==> src/rtl/hzd_ctrl_pkg.sv <==
// Shared encodings for the core hazard controller: forwarding selects and LSU wait FSM states.
package hzd_ctrl_pkg;

  localparam logic [1:0] FWD_RF  = 2'b00;
  localparam logic [1:0] FWD_MEM = 2'b01;
  localparam logic [1:0] FWD_WB  = 2'b10;

  typedef enum logic {
    RUN  = 1'b0,
    WAIT = 1'b1
  } wait_state_e;

  // MEM is the youngest producer, so it is checked before WB; x0 never forwards.
  function automatic logic [1:0] fwd_sel(
    input logic [4:0] src_idx,
    input logic [4:0] rd_m,
    input logic       rd_en_m,
    input logic [4:0] rd_w,
    input logic       rd_en_w
  );
    if (rd_en_m && (rd_m != 5'd0) && (rd_m == src_idx)) return FWD_MEM;
    if (rd_en_w && (rd_w != 5'd0) && (rd_w == src_idx)) return FWD_WB;
    return FWD_RF;
  endfunction

endpackage

==> src/rtl/DFF_RST_EN_CLR.sv <==
// Generic register with asynchronous active-high reset, synchronous clear and enable.
module DFF_RST_EN_CLR #(
  parameter int           W       = 1,
  parameter logic [W-1:0] RST_VAL = '0
) (
  input  logic         clk,
  input  logic         rst,
  input  logic         en,
  input  logic         clr,
  input  logic [W-1:0] d,
  output logic [W-1:0] q
);

  always_ff @(posedge clk or posedge rst) begin
    if (rst)      q <= RST_VAL;
    else if (clr) q <= '0;
    else if (en)  q <= d;
  end

endmodule

==> src/rtl/lsu_wait_fsm.sv <==
// Tracks how long the MEM-stage LSU has been waiting and raises a one-cycle abort on timeout.
module lsu_wait_fsm
  import hzd_ctrl_pkg::*;
#(
  parameter int MEM_TIMEOUT = 256
) (
  input  logic clk_sys,
  input  logic rst_sys,
  input  logic i_lsu_req_m,
  input  logic i_lsu_ready_m,
  output logic o_mem_wait,
  output logic o_mem_timeout
);

  localparam int               CNT_W    = $clog2(MEM_TIMEOUT);
  localparam logic [CNT_W-1:0] CNT_LAST = CNT_W'(MEM_TIMEOUT - 1);

  wait_state_e      state_q;
  logic [CNT_W-1:0] wait_cnt_q;
  logic             timeout_q;

  // The abort cycle itself never counts as waiting, which releases the stalls.
  assign o_mem_wait    = i_lsu_req_m & ~i_lsu_ready_m & ~timeout_q;
  assign o_mem_timeout = timeout_q;

  always_ff @(posedge clk_sys or posedge rst_sys) begin
    if (rst_sys) begin
      state_q    <= RUN;
      wait_cnt_q <= '0;
      timeout_q  <= 1'b0;
    end else begin
      timeout_q <= 1'b0;
      unique case (state_q)
        RUN: begin
          if (o_mem_wait) begin
            state_q    <= WAIT;
            wait_cnt_q <= CNT_W'(1);
          end
        end
        WAIT: begin
          if (o_mem_wait) begin
            if (wait_cnt_q == CNT_LAST) begin
              timeout_q  <= 1'b1;
              state_q    <= RUN;
              wait_cnt_q <= '0;
            end else begin
              wait_cnt_q <= wait_cnt_q + CNT_W'(1);
            end
          end else begin
            state_q    <= RUN;
            wait_cnt_q <= '0;
          end
        end
      endcase
    end
  end

endmodule

==> src/rtl/hzd_ctrl.sv <==
// 5-stage pipeline hazard controller: stall/flush sequencing, EX forwarding selects,
// LSU wait timeout and a stall-cycle performance counter.
module hzd_ctrl
  import hzd_ctrl_pkg::*;
#(
  parameter int MEM_TIMEOUT    = 256,
  parameter int PERF_CNT_WIDTH = 32
) (
  input  logic                      clk_sys,
  input  logic                      rst_sys,
  input  logic [4:0]                i_rs1_idx_d,
  input  logic [4:0]                i_rs2_idx_d,
  input  logic                      i_rs1_en_d,
  input  logic                      i_rs2_en_d,
  input  logic [4:0]                i_rs1idx_e,
  input  logic [4:0]                i_rs2idx_e,
  input  logic [4:0]                i_rdidx_e,
  input  logic                      i_rd_en_e,
  input  logic                      i_load_e,
  input  logic [4:0]                i_rdidx_m,
  input  logic                      i_rd_en_m,
  input  logic [4:0]                i_rdidx_w,
  input  logic                      i_rd_en_w,
  input  logic                      i_branch_taken_e,
  input  logic                      i_lsu_req_m,
  input  logic                      i_lsu_ready_m,
  output logic                      o_if_stall,
  output logic                      o_if2id_stall,
  output logic                      o_id2ex_stall,
  output logic                      o_ex2mem_stall,
  output logic                      o_if2id_flush,
  output logic                      o_id2ex_flush,
  output logic                      o_mem2wb_flush,
  output logic [1:0]                o_fwd_a_sel,
  output logic [1:0]                o_fwd_b_sel,
  output logic                      o_mem_timeout,
  output logic [PERF_CNT_WIDTH-1:0] o_stall_cycles
);

  logic mem_wait;
  logic load_use;
  logic [PERF_CNT_WIDTH-1:0] stall_cnt_d;

  lsu_wait_fsm #(
    .MEM_TIMEOUT(MEM_TIMEOUT)
  ) u_wait_fsm (
    .clk_sys      (clk_sys),
    .rst_sys      (rst_sys),
    .i_lsu_req_m  (i_lsu_req_m),
    .i_lsu_ready_m(i_lsu_ready_m),
    .o_mem_wait   (mem_wait),
    .o_mem_timeout(o_mem_timeout)
  );

  assign load_use = i_load_e & i_rd_en_e & (i_rdidx_e != 5'd0) &
                    ((i_rs1_en_d & (i_rs1_idx_d == i_rdidx_e)) |
                     (i_rs2_en_d & (i_rs2_idx_d == i_rdidx_e)));

  // A pending redirect stays suppressed under mem_wait; the held branch level replays it on release.
  always_comb begin
    o_if_stall     = 1'b0;
    o_if2id_stall  = 1'b0;
    o_id2ex_stall  = 1'b0;
    o_ex2mem_stall = 1'b0;
    o_if2id_flush  = 1'b0;
    o_id2ex_flush  = 1'b0;
    o_mem2wb_flush = 1'b0;
    o_fwd_a_sel    = FWD_RF;
    o_fwd_b_sel    = FWD_RF;
    if (rst_sys) begin
      o_if2id_flush  = 1'b1;
      o_id2ex_flush  = 1'b1;
      o_mem2wb_flush = 1'b1;
    end else begin
      if (mem_wait) begin
        o_if_stall     = 1'b1;
        o_if2id_stall  = 1'b1;
        o_id2ex_stall  = 1'b1;
        o_ex2mem_stall = 1'b1;
        o_mem2wb_flush = 1'b1;
      end else begin
        o_mem2wb_flush = o_mem_timeout;
        if (i_branch_taken_e) begin
          o_if2id_flush = 1'b1;
          o_id2ex_flush = 1'b1;
        end else if (load_use) begin
          o_if_stall    = 1'b1;
          o_if2id_stall = 1'b1;
          o_id2ex_flush = 1'b1;
        end
      end
      o_fwd_a_sel = fwd_sel(i_rs1idx_e, i_rdidx_m, i_rd_en_m, i_rdidx_w, i_rd_en_w);
      o_fwd_b_sel = fwd_sel(i_rs2idx_e, i_rdidx_m, i_rd_en_m, i_rdidx_w, i_rd_en_w);
    end
  end

  assign stall_cnt_d = o_stall_cycles + PERF_CNT_WIDTH'(1);

  DFF_RST_EN_CLR #(
    .W      (PERF_CNT_WIDTH),
    .RST_VAL('0)
  ) u_stall_cnt (
    .clk(clk_sys),
    .rst(rst_sys),
    .en (o_if_stall),
    .clr(1'b0),
    .d  (stall_cnt_d),
    .q  (o_stall_cycles)
  );

endmodule
==> config.mk <==
export PLATFORM = sky130hd
export DESIGN_NAME = hzd_ctrl
export DESIGN_NICKNAME = d
export VERILOG_FILES = /design/src/rtl/hzd_ctrl_pkg.sv /design/src/rtl/DFF_RST_EN_CLR.sv /design/src/rtl/lsu_wait_fsm.sv /design/src/rtl/hzd_ctrl.sv
export SDC_FILE = /design/constraint.sdc
export NUM_CORES = 1
export LEC_CHECK = 0
export ABC_AREA = 1
export CORE_MARGIN = 5
export CORE_UTILIZATION = 45
export DETAILED_ROUTE_END_ITERATION = 6
export GPL_TIMING_DRIVEN = 0
export PLACE_DENSITY = 0.77
export SLEW_MARGIN = 0
export SYNTH_ARGS = -nofsm -noshare
export SYNTH_HDL_FRONTEND = slang
export SYNTH_HIERARCHICAL = 1
export SYNTH_SLANG_ARGS = --single-unit
==> constraint.sdc <==
create_clock -name clk_sys -period 1.5 [get_ports clk_sys]
set_input_delay 0.3 -clock clk_sys [delete_from_list [all_inputs] [get_ports clk_sys]]
set_output_delay 0.3 -clock clk_sys [all_outputs]
set_load 0.01 [all_outputs]
# Yosys cells after proc, flatten, opt, wreduce, memory -nomap -nowiden
# Index checks and enable logic that the tools add are counted.
[op_classes]
add_sub_neg = 2
eq_ne = 8
muxes = 44
bitwise_logic = 11
n_reduce_logical = 9
[op_table]
columns = ["cell", "count"]
rows = [
  ["adder 32 x 1 -> 32 bit (second input constant)", 1],
  ["== test 5 bit", 6],
  ["two-way mux 1 bit", 29],
  ["two-way mux 8 bit", 3],
  ["two-way mux 2 bit", 10],
  ["case mux 8 bit (2 select lines)", 1],
  ["nonzero test 5 bit", 3],
  ["adder 8 x 1 -> 8 bit (second input constant)", 1],
  ["== test 8 bit (second input constant)", 1],
  ["AND 1 bit", 7],
  ["logical AND 1 bit", 6],
  ["NOT 1 bit", 3],
  ["!= test 2 bit (second input constant)", 1],
  ["case mux 1 bit (2 select lines)", 1],
  ["OR 1 bit", 1],
]
[word_totals]
regBits = 42
inputBits = 46
wordCells = 78

# Depth between registers and ports, before layout
# Gate-level depths: netlist (run 1).
[logic_depth]
ltp_word = 10
mapped_depth = 13

# Modules after synthesis
# Netlist (run 1), hierarchy kept.
[by_module_without_submodules]
columns = ["module", "n_inst", "cells_each", "area_each_um2", "seq_area_each_um2"]
rows = [
  ["hzd_ctrl", 1, 313, 1529.0, 0.0],
  ["DFF_RST_EN_CLR", 1, 141, 1323.8, 800.8],
  ["lsu_wait_fsm", 1, 80, 579.3, 250.2],
]

# Worst setup path before layout (run 1)
# OpenSTA, ideal clock, no wires.
[synth_path]
path_kind = "register to register"
from = "reg u_wait_fsm.timeout_q (netlist: u_wait_fsm/o_mem_timeout)"
to = "reg u_stall_cnt.q[0]"
setup_ps = 117
t_arrival_ps = 1568
required_time_ps = 1383
slack_ps = -185
stages_incl_launch_ff = 11
path_buffers = 2
synth_period_minus_slack_ps = 1685
cell_sequence = "dfrtp_1 -> nor2_1 -> inv_1 -> nor2_1 -> inv_1 -> nand2_1 -> buf_2 -> nor2_4 -> buf_4 -> nand2_1 -> nand2_1"
[synth_via]
elab_chain_len = 4
[synth_rtl]
columns = ["element", "line_no", "source"]
rows = [
  ["start, declared", "lsu_wait_fsm.sv:20", "logic timeout_q;"],
  ["start signal, assigned", "lsu_wait_fsm.sv:30", "timeout_q <= 1'b0;"],
  ["start signal, assigned", "lsu_wait_fsm.sv:32", "timeout_q <= 1'b0;"],
  ["start signal, assigned", "lsu_wait_fsm.sv:43", "timeout_q <= 1'b1;"],
  ["NOT 1 bit", "lsu_wait_fsm.sv:23", "assign o_mem_wait = i_lsu_req_m & ~i_lsu_ready_m & ~timeout_q;"],
  ["AND 1 bit", "lsu_wait_fsm.sv:23", ""],
  ["via mem_wait", "hzd_ctrl.sv:40", "logic mem_wait;"],
  ["two-way mux 1 bit (2 in series)", "--", ""],
  ["via o_if2id_stall", "hzd_ctrl.sv:28", "output logic o_if2id_stall,"],
  ["end signal, assigned", "DFF_RST_EN_CLR.sv:15", "if (rst) q <= RST_VAL;"],
  ["end signal, assigned", "DFF_RST_EN_CLR.sv:16", "else if (clr) q <= '0;"],
  ["end signal, assigned", "DFF_RST_EN_CLR.sv:17", "else if (en) q <= d;"],
  ["end, declared", "DFF_RST_EN_CLR.sv:11", "output logic [W-1:0] q"],
]
# The timed path passes the listed nets, and every way through them passes these cells.
# A chain may end at the register's enable or synchronous reset.

# Worst setup path in the final report (run 1)
[layout_path]
from = "reg u_wait_fsm.timeout_q (netlist: u_wait_fsm/o_mem_timeout)"
to = "out o_id2ex_flush"
[layout_via]
elab_chain_len = 4
[layout_rtl]
columns = ["element", "line_no", "source"]
rows = [
  ["NOT 1 bit", "lsu_wait_fsm.sv:23", ""],
  ["AND 1 bit", "lsu_wait_fsm.sv:23", ""],
  ["via mem_wait", "hzd_ctrl.sv:40", ""],
  ["two-way mux 1 bit", "hzd_ctrl.sv:75", "if (mem_wait) begin"],
  ["two-way mux 1 bit", "hzd_ctrl.sv:70", "if (rst_sys) begin"],
  ["end, declared", "hzd_ctrl.sv:32", "output logic o_id2ex_flush,"],
]
# The timed path passes the listed nets, and every way through them passes these cells.

==> results of run 1 <==
[cell type report]
type | count | share of cell area, %
buffer | 10 | 1.968
inverter | 58 | 3.981
clock buffer | 7 | 1.380
tap | 99 | 2.239
sequential | 42 | 19.23
multi-input combinational | 423 | 46.94
timing repair buffer | 152 | 23.73
clock inverter | 1 | 0.5429
[power by group through the flow]
stage / logic [mW] / registers [mW] / clock network [mW]
final: 0.605 / 1.16 / 0.896
after global routing: 0.655 / 1.16 / 0.949
after CTS: 0.480 / 1.16 / 0.910
after detailed placement: 0.458 / 1.19 / 0
after global placement: 0.442 / 1.18 / 0
after floorplan: 0.233 / 1.18 / 0
[Yosys cell counts, types with 4 or more instances]
master	n	area, sq um
nor3_1	12	60.06
dfrtp_1	42	1051
buf_4	6	45.04
nand3b_1	10	75.07
nand4_1	4	25.02
nor2_2	10	62.56
xor2_1	16	140.1
o21ai_0	5	25.02
inv_1	48	180.2
nand3_1	51	255.2
nor2_1	54	202.7
nand2_1	212	795.8
inv_2	10	37.54
xnor2_1	20	175.2
nand3_2	7	70.07
[metrics by stage]
step / instance area, sq um / power, mW
floorplan: 3467 / 1.416
finish: 5532 / 2.666
CTS: 4981 / 2.552
detailed placement: 4482 / 1.644
global placement: 4482 / 1.627
global route: 5532 / 2.768
[critical path, stage by stage (launching register included)]
cell	delay, ps
dfrtp_1	420
nor2_2	190
inv_2	80
nor2_4	130
nor2_1	80
inv_1	80
nand2_1	50
buf_2	140
[layer usage]
| layer | GRT usage, % | up-vias |
|---|---|---|
| met5 | 0 | - |
| met4 | 8.520 | 0 |
| met3 | 4.953 | 60 |
| met2 | 41.51 | 234 |
| met1 | 24.64 | 1932 |
| li1 | - | 1975 |
[path summary, 6_finish.rpt]
| check | endpoint | slack, ps | depth (start not counted) |
|---|---|---|---|
| min reg2reg | u_wait_fsm/state_q | 540 | 1 |
| max reg2reg | u_stall_cnt/q[8] | -130 | 11 |
| min in group clk_sys | u_wait_fsm/o_mem_timeout | 460 | 3 |
| max in group asynchronous | u_stall_cnt/q[9] | 770 | 3 |
| min | u_wait_fsm/o_mem_timeout | 80 | 2 |
| max | o_id2ex_flush | -270 | 7 |
[flip-flops by register name, summed over array words and instances (netlist names)]
name	flops
u_stall_cnt/q	32
u_wait_fsm/o_mem_timeout	1
u_wait_fsm/state_q	1
u_wait_fsm/wait_cnt_q	8
[logic make-up (layout without fill, tap and decap cells)]
logic type | after synthesis | count (layout) | share of synthesized area [%]
other | 1 | 2 | 0.1093
AND/OR/NAND/NOR | 374 | 374 | 48.81
buffers and inverters | 70 | 228 | 9.077
XOR/XNOR | 36 | 36 | 9.187
AO/OA/AOI/OAI | 9 | 9 | 1.458
flip-flops | 42 | 42 | 30.62
adder cells (fa/ha/maj) | 2 | 2 | 0.7290
[what timing repair did]
action                                 CTS  global route
hold buffers                             0             0
endpoints found under the hold margin    0             0
setup endpoints to repair              108            46
cloned                                   3             0
gates resized for setup                226           164
pin swaps                               46            64
buffers inserted                        47            14
==> key figures, run 1 <==
STA
  – Final hold vios: 0
  – Final setup fails: 39
  – Unrepaired setup endpoints after global routing: yes
  – Fin crit share: 118.1%
  – Worst hold slack: 82.29 ps
  – Max-slew violations: 0
  – Max_slew headroom: between 50% and 60%
  – Worst setup margin: -271.6 ps
  – Worst slew pin tran: between 600 and 700 ps
  – Setup TNS: -4268 ps
  – Max Fclk: 0.5644 GHz
  – Post-route minimum period: around 1800 ps
  – Final Skew: between 10 and 15 ps

Setup path
  – R2R Path Start: u_wait_fsm/o_mem_timeout
  – Startpoint types: flop
  – Setup crit start: u_wait_fsm/o_mem_timeout
  – Crit path kind: reg -> out
  – CP arrival: about 1500 ps
  – CP endpoint kind: output pin
  – WP data required: between 1000 and 1500 ps
  – Critical path fanouts, max: 3

Synthesis
  – Post-Synthesis Cells: ~530
  – Mapped Area: 3432 sq um
  – Post-synthesis sequential area ratio: ~30%
  – Synth async-reset ratio: 100.0%
  – Yosys Warn Count: 6
  – Main flop type after synthesis: dfrtp_1
  – Synth Register Bits: 42
  – Average cell area after synthesis: about 6.4 sq um
  – Post-synth EDFFs: 0
  – Yosys cell types: 29

Finish
  – Syn-to-layout area delta: 61.17%
  – Share of layout cells above drive strength 1: 39.11%
  – Nets: 740
  – Most frequent cells in the layout: nand2_1 (162), buf_4 (54), nand3_1 (47), nand2_2 (45), dlygate4sd2_1 (42)
  – Multi-input combinational cell area: about 2600 sq um
  – Antenna cells: 0
  – Register area: between 1000 and 1500 sq um
  – Filler cells: 510
  – Final core occ: between 70 and 80%
  – Commonest non-fill, non-tap cell in the layout: nand2_1
  – Post-Layout Cell Count: between 700 and 800

Power
  – Leak: between 3 and 4 nW
  – P_int: around 1.9 mW
  – Logic pwr share: 22.7%
  – Clock power frac: between 30 and 40%
  – PwrDens: approximately 480 nW/um^2
  – Sw power: between 0.7 and 0.8 mW
  – Switching fraction of total power: 27.52%
  – Max VDD drop: 0.5455 mV
  – Sequential Power Share: ~44%

Detailed routing
  – Vias per Instance: between 5 and 6
  – Metal1 wirelength: 4370 um
  – ANT nets after route: 0
  – Met3 wire length: approximately 970 um
  – DR iter-0 viols: 220
  – Top sig layer: met4
  – DRC Markers: 1
  – Wire per inst: about 15 um
  – Final wirelength: 12190 um
  – Vias: between 4000 and 5000
  – Metal2 WL: between 6000 and 7000 um
  – Pre-Repair DR Iteration Count: 7

Clock network
  – TritonCTS Buffers: 5
  – Clk sink count: 42
  – CTS Root Cell: clkbuf_8
  – CTS tree: yes
  – Clock Path Buffers: 2
  – Clock transition at path regs: about 80 ps
  – Worst skew pair latency: ~300 ps
  – H-tree depth: 2

Floorplanning
  – Die height: 97.33 um
  – Area of the core: between 7000 and 8000 sq um
  – Starting Density: between 40% and 50%
  – Die X: just under 100 um
  – Die ar.: 9473 sq um
  – Num ports: 90
  – Rows: 31

Placement
  – Dpl hpwl: ~7600 um
  – Dpl cells: 723
  – Port buffer count: just under 90
  – Dpl ws: -928.8 ps
  – Routability cong.: 0.9551

Min path
  – HP Class: in -> async

Job
  – Max Cap Viol: 0

Global routing
  – Vias in the first global route: 4046
  – Total GRT Usage: between 20 and 25%
  – First-pass GRT wire length: about 18000 um
  – Pin count of the biggest net entering global routing: 33
  – Initial antenna violation count: 0
  – Global route overflow: 0

Run status
  – Failing checks: DRC, setup timing
  – Status: complete, but fails checks
Note: power is estimated with default switching activity, not from simulation.
==> run 2, diff against run 1 <==
--- a/config.mk
+++ b/config.mk
@@ -6,6 +6,7 @@
 export NUM_CORES = 1
 export LEC_CHECK = 0
 export ABC_AREA = 1
+export CORE_ASPECT_RATIO = 0.8
 export CORE_MARGIN = 5
 export CORE_UTILIZATION = 45
 export DETAILED_ROUTE_END_ITERATION = 6
==> run 2 against run 1 <==
Compared with the run above: the run ends with setup timing left; design area fell by 4.6%; count of clock-buffer cells in the layout stayed put; wire length is 6.3% lower; register-to-register slack better by 50 ps; core utilization shrank 4.4 points; first-iteration DRC count grew 18%; power fell by 8.1%; largest power group unchanged.
==> key figures, run 2 (synthesized netlist as in run 1, its figures left out) <==
Global routing
  – Pin count of the biggest net entering global routing: 33 (unchanged)
  – First-pass GRT wire length: 17740 um (was 17830 um)
  – Total GRT Usage: 23.14% (was 22.34%)
  – Global routing usage on met2: 41.87% (was 41.51%)
  – GR Util met1: 29.36% (was 24.64%)
  – GR peak layer: met2 (unchanged)
  – Vias in the first global route: 3744 (was 4046)
  – Met3 Use GR: 3.906% (was 4.953%)
  – Initial antenna violation count: 0 (unchanged)
  – Global route overflow: 0 (unchanged)

Power
  – Tot Pwr: 2.451 mW (was 2.666 mW)
  – Leak: 2.902 nW (was 3.011 nW)
  – Max VDD drop: 0.5871 mV (was 0.5455 mV)
  – PwrDens: 464.5 nW/um^2 (was 481.9 nW/um^2)

Detailed routing
  – DR iter-0 viols: 260 (was 220)
  – Vias per Instance: 5.072 (was 5.304)
  – Vias: 4002 (was 4201)
  – Wire per inst: 14.49 um (was 15.40 um)
  – Pre-Repair DR Iteration Count: 6 (was 7)
  – DRC Markers: 0 (was 1)
  – Final wirelength: 11430 um (was 12190 um)
  – ANT nets after route: 0 (unchanged)

STA
  – Max-slew violations: 0 (unchanged)
  – Unrepaired setup endpoints after global routing: yes (unchanged)
  – Max Fclk: 0.6038 GHz (was 0.5644 GHz)
  – Max_slew headroom: 54.43% (was 54.02%)
  – Worst setup margin: -156.1 ps (was -271.6 ps)
  – Final hold vios: 0 (unchanged)
  – Fin crit share: 110.4% (was 118.1%)
  – Worst slew pin tran: 679.3 ps (was 689.0 ps)
  – Final Skew: 8.192 ps (was 10.83 ps)
  – Post-route minimum period: 1656 ps (was 1772 ps)
  – Final setup fails: 36 (was 39)

Setup path
  – Crit path kind: reg -> out (unchanged)
  – WP data required: 1200 ps (about the same)
  – CP endpoint kind: output pin (unchanged)
  – Critical path fanouts, max: 4 (was 3)
  – CP arrival: 1360 ps (was 1470 ps)
  – Startpoint types: flop (unchanged)

Floorplanning
  – Die height: 88.11 um (was 97.33 um)
  – Starting Density: 46.21% (was 46.82%)
  – Area of the core: 7427 sq um (was 7331 sq um)
  – Die ar.: 9484 sq um (was 9473 sq um)
  – Rows: 28 (was 31)
  – Die X: 107.6 um (was 97.33 um)
  – Num ports: 90 (unchanged)

Finish
  – Post-Layout Cell Count: 789 (was 792)
  – Biggest regs: u_stall_cnt/q x32, u_wait_fsm/wait_cnt_q x8 (unchanged)
  – Syn-to-layout area delta: 53.74% (was 61.17%)
  – Antenna cells: 0 (unchanged)
  – Nets: 731 (was 740)
  – Final core occ: 71.04% (was 75.46%)
  – Share of layout cells above drive strength 1: 33.77% (was 39.11%)
  – Largest register by flop count: u_stall_cnt/q (unchanged)
  – Commonest non-fill, non-tap cell in the layout: nand2_1 (unchanged)
  – Largest register FFs: 32 (unchanged)
  – Most frequent cells in the layout: nand2_1 (196), nand3_1 (45), buf_4 (45), dlygate4sd2_1 (44), inv_1 (40) (was nand2_1 (162), buf_4 (54), nand3_1 (47), nand2_2 (45), dlygate4sd2_1 (42))

Clock network
  – CTS Root Cell: clkbuf_8 (unchanged)
  – Clk sink count: 42 (unchanged)
  – CTS tree: yes (unchanged)
  – Worst skew pair latency: 290 ps (was 300 ps)
  – H-tree depth: 2 (unchanged)
  – TritonCTS Buffers: 5 (unchanged)
  – Clock transition at path regs: 80 ps (about the same)
  – Clock Path Buffers: 2 (unchanged)

Job
  – Max Cap Viol: 0 (unchanged)

Run status
  – Failing checks: setup timing (was DRC, setup timing)
  – Status: complete, but fails checks (unchanged)

Placement
  – Port buffer count: 89 (unchanged)
  – Routability cong.: 0.9030 (was 0.9551)
  – Dpl cells: 729 (was 723)
  – Dpl ws: -928.2 ps (was -928.8 ps)
  – Dpl hpwl: 7762 um (was 7608 um)

Min path
  – HP Class: in -> async (unchanged)
-- run 2: path summary, 6_finish.rpt --
kind	from	end	slack (ps)	depth (start not counted)
max	u_wait_fsm/o_mem_timeout	o_if_stall	-160	7
min	rst_sys	u_wait_fsm/wait_cnt_q[3]	170	2
max reg2reg	u_wait_fsm/o_mem_timeout	u_stall_cnt/q[25]	-80	11
min reg2reg	u_stall_cnt/q[31]	u_stall_cnt/q[31]	520	2
max in group asynchronous	rst_sys	u_stall_cnt/q[0]	830	3
min in group clk_sys	i_lsu_ready_m	u_wait_fsm/o_mem_timeout	440	4
-- run 2: metal layers --
metal	vias to the layer above	routed length (um)
li1	1950	-
met3	27	835
met4	0	221
met1	1863	4590
met5	-	0
met2	162	5783
-- run 2: timing repair --
item | in CTS | in global routing
gates resized for setup | 240 | 90
gates cloned | 4 | 0
hold buffers | 0 | 0
setup buffers | 35 | 14
setup endpoints to repair | 108 | 45
pin swaps | 55 | 56
-- run 2: worst max-delay path, cell delays in order (launching register included) --
cell and delay [ps]:
dfrtp_1 410, nor2_2 130, inv_2 70, nor2_4 140, inv_2 70, nand2_4 80
buf_6 90, buf_6 90
-- run 2: power breakdown --
group          switching (mW)  total, mW  internal (mW)
registers              0.0175       1.16           1.14
clock network           0.388      0.760          0.372
logic                   0.283      0.528          0.245
-- run 2: final cells by class --
type | count | area (sq um)
multi-input cells | 423 | 2480
fillers | 603 | 2151
repair buffers | 142 | 1169
flip-flops and latches | 42 | 1069
inverters | 58 | 220.2
well taps | 105 | 131.4
plain buffers | 11 | 116.4
clock buffers | 7 | 86.33
clock inverters | 1 | 5.005
-- run 2: per-stage QoR --
stage	hold slack, ps	TNS, ps	instance area (sq um)
2_1_floorplan	140.2	0	3467
3_3_place_gp	501.2	-41880	4489
3_5_place_dp	508.9	-46050	4489
4_1_cts	167.3	-3570	4888
5_1_grt	187.9	-5907	5276
6_report	167.8	-2116	5276
==> run 3, diff against run 2 <==
--- a/config.mk
+++ b/config.mk
@@ -5,13 +5,13 @@
 export SDC_FILE = /design/constraint.sdc
 export NUM_CORES = 1
 export LEC_CHECK = 0
-export ABC_AREA = 1
 export CORE_ASPECT_RATIO = 0.8
 export CORE_MARGIN = 5
-export CORE_UTILIZATION = 45
+export CORE_UTILIZATION = 43
 export DETAILED_ROUTE_END_ITERATION = 6
 export GPL_TIMING_DRIVEN = 0
-export PLACE_DENSITY = 0.77
+export HOLD_SLACK_MARGIN = 0.03
+export PLACE_DENSITY = 0.76
 export SLEW_MARGIN = 0
 export SYNTH_ARGS = -nofsm -noshare
 export SYNTH_HDL_FRONTEND = slang
==> run 3 against run 2 <==
Compared with the run above: the flow still finishes with violations (setup timing); largest cell class unchanged; global-route usage fell by 3.9 points; wire length shrank 30%; via count is 30% lower; die area decreased by 8.0%; critical endpoint unchanged; synthesized cell count down 40%; combinational power is 7.8% lower; largest power group unchanged.
==> key figures, run 3 <==
STA
  – Fin crit share: 145.3% (was 110.4%)
  – Worst slew pin tran: 703.6 ps (was 679.3 ps)
  – Max Fclk: 0.4587 GHz (was 0.6038 GHz)
  – Final hold vios: 0 (unchanged)
  – Worst hold slack: 70.14 ps (was 167.8 ps)
  – Worst setup margin: -680.1 ps (was -156.1 ps)
  – Final setup fails: 48 (was 36)
  – Final Skew: 8.850 ps (was 8.192 ps)
  – Unrepaired setup endpoints after global routing: yes (unchanged)
  – Post-route minimum period: 2180 ps (was 1656 ps)
  – Max_slew headroom: 53.03% (was 54.43%)
  – Max-slew violations: 0 (unchanged)

Finish
  – Multi-input combinational cell area: 1954 sq um (was 2480 sq um)
  – Nets: 513 (was 731)
  – Register area: 1066 sq um (was 1069 sq um)
  – Filler cells: 564 (was 603)
  – Largest register by flop count: u_stall_cnt/q (unchanged)
  – Most frequent cells in the layout: xor2_1 (41), buf_4 (41), nor2_1 (40), dlygate4sd2_1 (40), mux2i_1 (32) (was nand2_1 (196), nand3_1 (45), buf_4 (45), dlygate4sd2_1 (44), inv_1 (40))
  – Biggest regs: u_stall_cnt/q x32, u_wait_fsm/wait_cnt_q x8 (unchanged)
  – Antenna cells: 0 (unchanged)
  – Syn-to-layout area delta: 53.00% (was 53.74%)
  – Share of layout cells above drive strength 1: 29.83% (was 33.77%)
  – Largest register FFs: 32 (unchanged)

Detailed routing
  – Pre-Repair DR Iteration Count: 4 (was 6)
  – Vias per Instance: 5.049 (was 5.072)
  – Final wirelength: 8054 um (was 11430 um)
  – ANT nets after route: 0 (unchanged)
  – Vias: 2792 (was 4002)
  – DRC Markers: 0 (unchanged)
  – Wire per inst: 14.56 um (was 14.49 um)
  – DR iter-0 viols: 53 (was 260)

Synthesis
  – Post-Synthesis Cells: 320 (was 534)
  – Yosys Warn Count: 6 (unchanged)
  – Top cells by count, synth: dfrtp_1 (42), nor2_1 (41), xor2_1 (41) (was nand2_1 (212), nor2_1 (54), nand3_1 (51))
  – Post-synthesis sequential area ratio: 35.19% (was 30.62%)
  – Main flop type after synthesis: dfrtp_1 (unchanged)
  – Largest cells by area after synthesis: dfrtp_1 (35%), xor2_1 (12%), mux2i_1 (11%) (was dfrtp_1 (31%), nand2_1 (23%), nand3_1 (7.4%))
  – Top cell type's share of synthesized area: 35.19% (was 30.62%)
  – Mapped Area: 2987 sq um (was 3432 sq um)
  – Most frequent cell after synthesis: dfrtp_1 (was nand2_1)
  – Average cell area after synthesis: 9.333 sq um (was 6.427 sq um)
  – Synth async-reset ratio: 100.0% (unchanged)
  – Cell taking the most area after synthesis: dfrtp_1 (unchanged)
  – Synth Register Bits: 42 (unchanged)
  – Post-synth EDFFs: 0 (unchanged)
  – Yosys cell types: 46 (was 29)

Setup path
  – WP data required: 1200 ps (about the same)
  – Most frequent CP cell: buf_6
  – Crit path cell chain: or3b_4 -> clkinv_4 -> inv_6 -> a21oi_4 -> o2111ai_2 -> o22ai_2 -> buf_6 -> buf_6 -> buf_6 (was nor2_2 -> inv_2 -> nor2_4 -> inv_2 -> nand2_4 -> buf_6 -> buf_6)
  – CP arrival: 1880 ps (was 1360 ps)
  – CP max-delay cell: or3b_4 (was dfrtp_1)
  – Critical path fanouts, max: 3 (was 4)
  – Worst R2R Setup Slack: -650 ps (was -80 ps)
  – Max incr delay on CP: 400 ps (was 410 ps)
  – Crit path kind: reg -> out (unchanged)
  – CP endpoint kind: output pin (unchanged)
  – Startpoint types: flop (unchanged)

Clock network
  – CTS tree: yes (unchanged)
  – Post-CTS Hold Fix Bufs: 0 (unchanged)
  – Clock transition at path regs: 80 ps (about the same)
  – TritonCTS Buffers: 5 (unchanged)
  – Worst skew pair latency: 300 ps (was 290 ps)
  – CTS Root Cell: clkbuf_8 (unchanged)
  – Clk sink count: 42 (unchanged)
  – H-tree depth: 2 (unchanged)
  – Clock Path Buffers: 2 (unchanged)

Min path
  – HP Class: in -> async (unchanged)

Floorplanning
  – Die X: 103.2 um (was 107.6 um)
  – Rows: 27 (was 28)
  – Num ports: 90 (unchanged)
  – Die ar.: 8722 sq um (was 9484 sq um)
  – Die height: 84.54 um (was 88.11 um)
  – Starting Density: 43.77% (was 46.21%)
  – Area of the core: 6824 sq um (was 7427 sq um)

Power
  – Leak: 2.204 nW (was 2.902 nW)
  – PwrDens: 556.2 nW/um^2 (was 464.5 nW/um^2)
  – Max VDD drop: 0.3294 mV (was 0.5871 mV)
  – Tot Pwr: 2.542 mW (was 2.451 mW)

Global routing
  – First-pass GRT wire length: 13630 um (was 17740 um)
  – Vias in the first global route: 2885 (was 3744)
  – Pin count of the biggest net entering global routing: 33 (unchanged)
  – Initial antenna violation count: 0 (unchanged)
  – Total GRT Usage: 19.23% (was 23.14%)
  – Global route overflow: 0 (unchanged)

Run status
  – Failing checks: setup timing (unchanged)
  – Status: complete, but fails checks (unchanged)

Placement
  – Routability cong.: 0.8101 (was 0.9030)
  – Port buffer count: 89 (unchanged)
  – Dpl hpwl: 5602 um (was 7762 um)

Job
  – Max Cap Viol: 0 (unchanged)
[run 3: cell types whose count changed in the layout (fill, tap and decap cells not counted), sizes merged, moves of 25 or more]
cell | previous run | this run
nor2 | 67 | 42
inv | 57 | 10
nand2 | 216 | 23
nand3 | 58 | 15
xor2 | 16 | 41
mux2i | 0 | 32
[run 3: layout make-up]
cell class	instances	area share, %
repair buffers	135	25.52
plain buffers	12	2.464
flip-flops and latches	42	23.33
well taps	87	2.382
multi-input cells	258	42.77
clock inverters	2	0.8215
clock buffers	6	1.588
inverters	11	1.123
[run 3: worst max-delay path, delay by kind of cell (launching register included)]
| kind | cells | cell delay, ps |
|---|---|---|
| AND/OR/NAND/NOR | 1 | 400 |
| flip-flops | 1 | 380 |
| AO/OA/AOI/OAI | 3 | 390 |
| buffers and inverters | 5 | 410 |
[run 3: worst paths after layout]
| kind | startpoint | endpoint | depth (start not counted) |
|---|---|---|---|
| max | u_wait_fsm/o_mem_timeout | o_if_stall | 9 |
| min | rst_sys | u_wait_fsm/wait_cnt_q[2] | 2 |
| max reg2reg | u_wait_fsm/o_mem_timeout | u_stall_cnt/q[19] | 10 |
| min reg2reg | u_wait_fsm/wait_cnt_q[6] | u_wait_fsm/wait_cnt_q[6] | 1 |
| max in group asynchronous | rst_sys | u_stall_cnt/q[14] | 2 |
| min in group clk_sys | u_wait_fsm/wait_cnt_q[6] | u_wait_fsm/wait_cnt_q[6] | 1 |
[run 3: per-layer routing]
layer,global-route usage [%],share of wire [%]
met4,4.118,0.68
met5,0,0
met3,4.153,5.5
met2,31.68,49
met1,25.85,45
[run 3: cells by family after synthesis]
kind of cell | count (synthesis) | synth area share (%)
buf+inv | 24 | 5.446
simple gates | 133 | 24.38
compound gates | 22 | 4.525
mux | 32 | 10.72
flops | 42 | 35.19
xor+xnor | 64 | 18.77
other cells | 1 | 0.1256
fa+ha+maj | 2 | 0.8377
[run 3: repair_timing]
item,4_1_cts,5_1_grt
gates cloned,1,0
pin swaps,26,11
buffers inserted,48,4
resized for setup,198,43
endpoints found under the setup margin,108,53
hold endpoints to repair,0,0
[run 3: power breakdown]
group	leakage (nW)	switching [mW]	internal [mW]	total, mW
Clock	0.0514	0.406	0.497	0.903
Combinational	1.59	0.236	0.251	0.487
Sequential	0.562	0.00920	1.14	1.15
[run 3: through the flow]
step / area [sq um] / setup TNS (ps) / instances / util (%) / setup WS (ps)
3_5_place_dp: 4043 / -67410 / 500 / 59.24 / -1388
2_1_floorplan: 3043 / -20040 / 324 / - / -631.8
4_1_cts: 4552 / -22810 / 554 / 66.70 / -672.9
5_1_grt: 4569 / -27140 / 553 / 66.96 / -792.3
6_report: 4569 / -22050 / 553 / 66.96 / -680.1
3_3_place_gp: 4043 / -66530 / 500 / 59.24 / -1397
